## src/rtl/aes_round_ctrl.sv

```systemverilog
// Round sequencer for the byte-serial AES-128 encryption datapath.
// Steps SubBytes per byte, then ShiftRows / MixColumns / AddRoundKey over rounds 0..10.
module aes_round_ctrl (
  input  logic       clk,
  input  logic       rst,
  input  logic       start,
  output logic       ld_state,
  output logic       sub_en,
  output logic [3:0] byte_idx,
  output logic       shift_en,
  output logic       mix_en,
  output logic       ark_en,
  output logic       key_step,
  output logic [3:0] round,
  output logic       busy,
  output logic       done
);

  typedef enum logic [2:0] {
    S_IDLE,
    S_INIT_ARK,
    S_SUB,
    S_SHIFT,
    S_MIX,
    S_ARK,
    S_DONE
  } state_e;

  localparam logic [3:0] LAST_ROUND = 4'd10;
  localparam logic [3:0] LAST_BYTE  = 4'd15;

  state_e     state_q, state_d;
  logic [3:0] round_q, round_d;
  logic [3:0] byte_q, byte_d;

  // NOTE: sequential state uses non-blocking assignments so every flop samples
  // pre-edge values; the async reset clears all of it, abandoning any run.
  always_ff @(posedge clk or negedge rst) begin
    if (!rst) begin
      state_q <= S_IDLE;
      round_q <= 4'd0;
      byte_q  <= 4'd0;
    end else begin
      state_q <= state_d;
      round_q <= round_d;
      byte_q  <= byte_d;
    end
  end

  // NOTE: every variable gets a default before the case so no latch is inferred.
  always_comb begin
    state_d = state_q;
    round_d = round_q;
    byte_d  = byte_q;
    unique case (state_q)
      S_IDLE: begin
        if (start) begin
          state_d = S_INIT_ARK;
          round_d = 4'd0;
        end
      end
      S_INIT_ARK: begin
        state_d = S_SUB;
        round_d = 4'd1;
        byte_d  = 4'd0;
      end
      S_SUB: begin
        if (byte_q == LAST_BYTE) begin
          byte_d  = 4'd0;
          state_d = S_SHIFT;
        end else begin
          byte_d = byte_q + 4'd1;
        end
      end
      S_SHIFT: begin
        state_d = (round_q == LAST_ROUND) ? S_ARK : S_MIX;
      end
      S_MIX: begin
        state_d = S_ARK;
      end
      S_ARK: begin
        if (round_q == LAST_ROUND) begin
          state_d = S_DONE;
        end else begin
          round_d = round_q + 4'd1;
          state_d = S_SUB;
        end
      end
      S_DONE: begin
        // round stays 10 while DONE is visible; it clears on the way out
        round_d = 4'd0;
        state_d = start ? S_INIT_ARK : S_IDLE;
      end
      default: begin
        state_d = S_IDLE;
        round_d = 4'd0;
        byte_d  = 4'd0;
      end
    endcase
  end

  always_comb begin
    ld_state = 1'b0;
    sub_en   = 1'b0;
    byte_idx = 4'd0;
    shift_en = 1'b0;
    mix_en   = 1'b0;
    ark_en   = 1'b0;
    key_step = 1'b0;
    busy     = 1'b0;
    done     = 1'b0;
    round    = round_q;
    unique case (state_q)
      S_INIT_ARK: begin
        ld_state = 1'b1;
        ark_en   = 1'b1;
        busy     = 1'b1;
      end
      S_SUB: begin
        sub_en   = 1'b1;
        byte_idx = byte_q;
        busy     = 1'b1;
      end
      S_SHIFT: begin
        // key expansion advances here so round key `round` is ready by ARK
        shift_en = 1'b1;
        key_step = 1'b1;
        busy     = 1'b1;
      end
      S_MIX: begin
        mix_en = 1'b1;
        busy   = 1'b1;
      end
      S_ARK: begin
        ark_en = 1'b1;
        busy   = 1'b1;
      end
      S_DONE: begin
        done = 1'b1;
      end
      default: begin
        busy = 1'b0;
      end
    endcase
  end

endmodule

```

## config.mk

```make
export PLATFORM = sky130hd
export DESIGN_NAME = aes_round_ctrl
export DESIGN_NICKNAME = d
export VERILOG_FILES = /design/src/rtl/aes_round_ctrl.sv
export SDC_FILE = /design/constraint.sdc
export NUM_CORES = 1
export LEC_CHECK = 0
export ABC_AREA = 1
export BUFFER_PORTS_ARGS = -buffer_cell sky130_fd_sc_hd__buf_2
export CORE_MARGIN = 1
export CORE_UTILIZATION = 53
export CTS_BUF_LIST = sky130_fd_sc_hd__clkbuf_8
export DETAILED_ROUTE_END_ITERATION = 16
export PLACE_DENSITY = 0.8
export RECOVER_POWER = 100
export SYNTH_ARGS = -nofsm -noshare
export SYNTH_HDL_FRONTEND = slang
export SYNTH_SLANG_ARGS = --single-unit
```

## constraint.sdc

```tcl
create_clock -name clk -period 1.5 [get_ports clk]
set_clock_uncertainty 0.05 [all_clocks]
set_input_delay 0.075 -clock clk [delete_from_list [all_inputs] [get_ports clk]]
set_output_delay 0.075 -clock clk [all_outputs]
set_load 0.02 [all_outputs]
```

==> impl_results.html <==
<table>
<tr><th>Metric</th><th>Value</th></tr>
<tr><th colspan="2">Clock tree</th></tr>
<tr><td>Number of buffers created by CTS</td><td>3</td></tr>
<tr><td>Worst-Skew Late Latency</td><td>240 ps</td></tr>
<tr><td>Number of clock sinks seen by CTS</td><td>11</td></tr>
<tr><td>CTS tree</td><td>yes</td></tr>
<tr><td>CTS clk-pin slew, worst paths</td><td>50 ps</td></tr>
<tr><td>Max Root-Sink Buffers</td><td>2</td></tr>
<tr><td>Deepest level of the CTS H-tree</td><td>1</td></tr>
<tr><td>CTS root buf</td><td>clkbuf_8</td></tr>
<tr><th colspan="2">Yosys</th></tr>
<tr><td>Mux cell area share after synthesis</td><td>0</td></tr>
<tr><td>Cell type with the highest aggregate area in the netlist</td><td>dfrtp_1</td></tr>
<tr><td>Area share of fa/ha/maj cells after synthesis</td><td>0.04992</td></tr>
<tr><td>Syn. warnings</td><td>0</td></tr>
<tr><td>Synthesized-area fraction occupied by and/or/nand/nor cells</td><td>0.4126</td></tr>
<tr><td>Share of the synthesized area in the top cell type</td><td>0.3661</td></tr>
<tr><td>Dominant cells by area after synthesis</td><td>dfrtp_1 (37%), nand2_1 (10%), inv_1 (9.0%)</td></tr>
<tr><td>Sequential element share of the synthesized area</td><td>0.3661</td></tr>
<tr><td>Cell area after technology mapping</td><td>752.0 µm²</td></tr>
<tr><td>Xor/xnor share of the synthesized area</td><td>0.01165</td></tr>
<tr><td>Total of flip-flops plus latches after synthesis</td><td>11</td></tr>
<tr><td>Gate count after technology mapping</td><td>100</td></tr>
<tr><td>Compound-gate portion of the synthesized area</td><td>0.04992</td></tr>
<tr><td>Total nets after synthesis</td><td>106</td></tr>
<tr><td>Average cell area after synthesis</td><td>7.520 µm²</td></tr>
<tr><td>Number of distinct library cell variants in the gate-level netlist after synthesis</td><td>23</td></tr>
<tr><td>Dominant combinational cell family by area after synthesis</td><td>simple AND/OR/NAND/NOR gates</td></tr>
<tr><th colspan="2">Worst setup path</th></tr>
<tr><td>Number of buffer and inverter stages on the critical path</td><td>3</td></tr>
<tr><td>Delay of the slowest critical-path stage</td><td>440 ps</td></tr>
<tr><td>Cell type group with the largest total delay on the critical path</td><td>flip-flops</td></tr>
<tr><td>Launching element type of the critical path</td><td>register</td></tr>
<tr><td>Kind of capture point of the worst setup path</td><td>output pin</td></tr>
<tr><td>Required time at the worst-slack endpoint</td><td>1370 ps</td></tr>
<tr><td>Cells along the critical path</td><td>buf_4 -&gt; nand3_4 -&gt; nand2_1 -&gt; inv_1 -&gt; nand4_1 -&gt; buf_4</td></tr>
<tr><td>Data arrival at the endpoint of the critical path</td><td>1360 ps</td></tr>
<tr><td>Worst path most repeated cell</td><td>buf_4</td></tr>
<tr><td>Start-to-end type of the worst setup path</td><td>register to output pin</td></tr>
<tr><td>Critical path's slowest cell</td><td>dfrtp_2</td></tr>
<tr><td>Crit path max fanout</td><td>7</td></tr>
<tr><th colspan="2">Layout</th></tr>
<tr><td>Growth of design area from synthesis to finish</td><td>27.95%</td></tr>
<tr><td>Antenna Diode Count</td><td>0</td></tr>
<tr><td>Post-route cell area</td><td>962.2 µm²</td></tr>
<tr><td>Ratio of cells with drive above 1 in the final layout</td><td>0.3047</td></tr>
<tr><td>Nets@finish</td><td>135</td></tr>
<tr><td>Final instance count without filler cells</td><td>143</td></tr>
<tr><td>Commonest non-fill, non-tap cell in the layout</td><td>nand2_1</td></tr>
<tr><td>Most used cells in the layout excluding fill and tap cells</td><td>nand2_1 (19), inv_1 (18), nor2_1 (12), nand3_1 (11), buf_2 (10)</td></tr>
<tr><th colspan="2">Routing</th></tr>
<tr><td>Total wirelength of the detailed-routed design</td><td>1.877 mm</td></tr>
<tr><td>DRT antenna net count</td><td>0</td></tr>
<tr><td>Starting DRC count in detailed routing</td><td>10</td></tr>
<tr><td>Average wire per cell in the routed design</td><td>13.13 µm</td></tr>
<tr><td>Total vias in the final route</td><td>743</td></tr>
<tr><td>Via-per-instance ratio</td><td>5.196</td></tr>
<tr><td>Initial DRT Pass Iterations</td><td>5</td></tr>
<tr><td>DR DRC count</td><td>0</td></tr>
<tr><th colspan="2">Global routing</th></tr>
<tr><td>Maximum number of pins on one net before global-route repair</td><td>12</td></tr>
<tr><td>Number of global-route vias before repair</td><td>613</td></tr>
<tr><td>Total global routing track utilization</td><td>0.2560</td></tr>
<tr><td>Global route total overflow</td><td>0</td></tr>
<tr><td>Wire length of the first global-routing pass</td><td>2.518 mm</td></tr>
<tr><td>Number of antenna violations at the first check in global routing</td><td>0</td></tr>
<tr><th colspan="2">Placement</th></tr>
<tr><td>Global placement routability congestion</td><td>0.7021</td></tr>
<tr><td># port buffers</td><td>18</td></tr>
<tr><td>Post-place setup slack</td><td>137.3 ps</td></tr>
<tr><td>Inst Count DP</td><td>133</td></tr>
<tr><td>Final HPWL DP</td><td>1.205 mm</td></tr>
<tr><td>Cell area after placement</td><td>860.8 µm²</td></tr>
<tr><th colspan="2">Timing</th></tr>
<tr><td>Share of the cycle needed by the critical path after routing</td><td>0.9930</td></tr>
<tr><td>Worst-margin pin slew</td><td>569.5 ps</td></tr>
<tr><td>Count of endpoints failing hold in the final timing report</td><td>0</td></tr>
<tr><td>Final setup vio count</td><td>0</td></tr>
<tr><td>Fmax</td><td>671.4 MHz</td></tr>
<tr><td>Fin crit period</td><td>1489 ps</td></tr>
<tr><td>Slack of the critical path</td><td>10.53 ps</td></tr>
<tr><td>Final number of max-transition violations</td><td>0</td></tr>
<tr><td>Worst relative slew slack</td><td>0.6203</td></tr>
<tr><th colspan="2">Run status</th></tr>
<tr><td>Outcome</td><td>complete, no violations</td></tr>
<tr><th colspan="2">Floorplan</th></tr>
<tr><td>Overall die area</td><td>1573 µm²</td></tr>
<tr><td>Die X</td><td>39.67 µm</td></tr>
<tr><td>Die Y-Extent</td><td>39.67 µm</td></tr>
<tr><td>Ports</td><td>19</td></tr>
<tr><td>Effective utilization at floorplan</td><td>0.5707</td></tr>
<tr><td>Number of placement rows</td><td>13</td></tr>
<tr><td>CORE AREA</td><td>1318 µm²</td></tr>
<tr><th colspan="2">Power and ir drop</th></tr>
<tr><td>Leakage</td><td>0.5404 nW</td></tr>
<tr><td>Total power draw</td><td>1.949 mW</td></tr>
<tr><td>Power per Cell Area</td><td>2025 nW/µm²</td></tr>
<tr><td>IR Drop Worst-Case VDD</td><td>0.001222 V</td></tr>
<tr><th colspan="2">Run</th></tr>
<tr><td>Number of violations of the max-capacitance limit</td><td>0</td></tr>
<tr><th colspan="2">Worst hold path</th></tr>
<tr><td>Min-delay worst type</td><td>input pin to register</td></tr>
</table>
worst min-delay path, delay by kind of cell:
family	cells	cell delay, ps
simple gates	2	220
buf+inv	1	100
registers in the layout (all words and copies together), names as in the netlist:
signal and cells:
byte_q 4, state_q 3, round 4
cells in the mapped netlist:
library cell	number
or2_2	1
a21oi_1	2
o21ai_0	1
o211ai_1	1
nor3b_2	1
nand3_2	3
buf_4	1
nor2_4	1
nor2_8	1
inv_1	18
nand2_2	1
nor3_1	1
nand4_1	2
nand2_1	20
nor2_1	11
dfrtp_1	11
nand3_1	11
nor2_2	2
o21ai_1	3
nand2_4	2
ha_1	3
xor2_1	1
inv_2	2
final cells by class:
class,instances,area [µm²]
Multi-Input combinational cell,68,401.6
Fill cell,110,355.3
Sequential cell,11,280.3
Timing Repair Buffer,25,138.9
Inverter,20,77.57
Clock buffer,3,41.29
Tap cell,15,18.77
Clock inverter,1,3.754
where the power goes:
| part | internal (mW) | leakage (nW) | switching [mW] |
|---|---|---|---|
| clock | 0.179 | 0.0269 | 0.106 |
| combinational | 0.427 | 0.373 | 0.726 |
| sequential | 0.387 | 0.141 | 0.123 |
| total | 0.993 | 0.540 | 0.955 |
cell families after synthesis:
group | Yosys count
compound gates | 7
simple gates | 57
fa+ha+maj | 3
buf+inv | 21
flops | 11
xor+xnor | 1
stage by stage:
stage / utilization / hold slack, ps / setup TNS [ps]
detailed placement: 0.6534 / -100.4 / 0
CTS: 0.7028 / 133.1 / 0
global placement: 0.6534 / -95.84 / 0
finish: 0.7303 / 142.7 / 0
global route: 0.7303 / 142.4 / -51.25
floorplan: - / -270.6 / 0
per-layer routing:
metal / vias up / wire length (µm) / GRT usage
li1: 369 / - / -
met1: 343 / 824 / 0.2971
met2: 23 / 929 / 0.4016
met3: 8 / 58 / 0.06250
met4: 0 / 65 / 0.1897
met5: - / 0 / 0
worst paths after layout:
kind                             from    endpoint  slack, ps  cells after the start
setup / recovery           state_q[1]        busy         10                      6
hold / removal                  start  state_q[0]        140                      3
setup reg to reg           state_q[0]   byte_q[0]         80                      5
hold reg to reg             byte_q[0]   byte_q[0]        490                      1
max in group asynchronous         rst    round[0]        700                      2
min in group asynchronous         rst   byte_q[2]        290                      2
what timing repair did:
item,4_1_cts,5_1_grt
hold buffers,1,0
endpoints found under the hold margin,11,0
setup endpoints to repair,1,5
setup buffers,0,5
pin swaps,0,1
resized for setup,3,6
No activity file was read; power rests on OpenSTA's default activity.
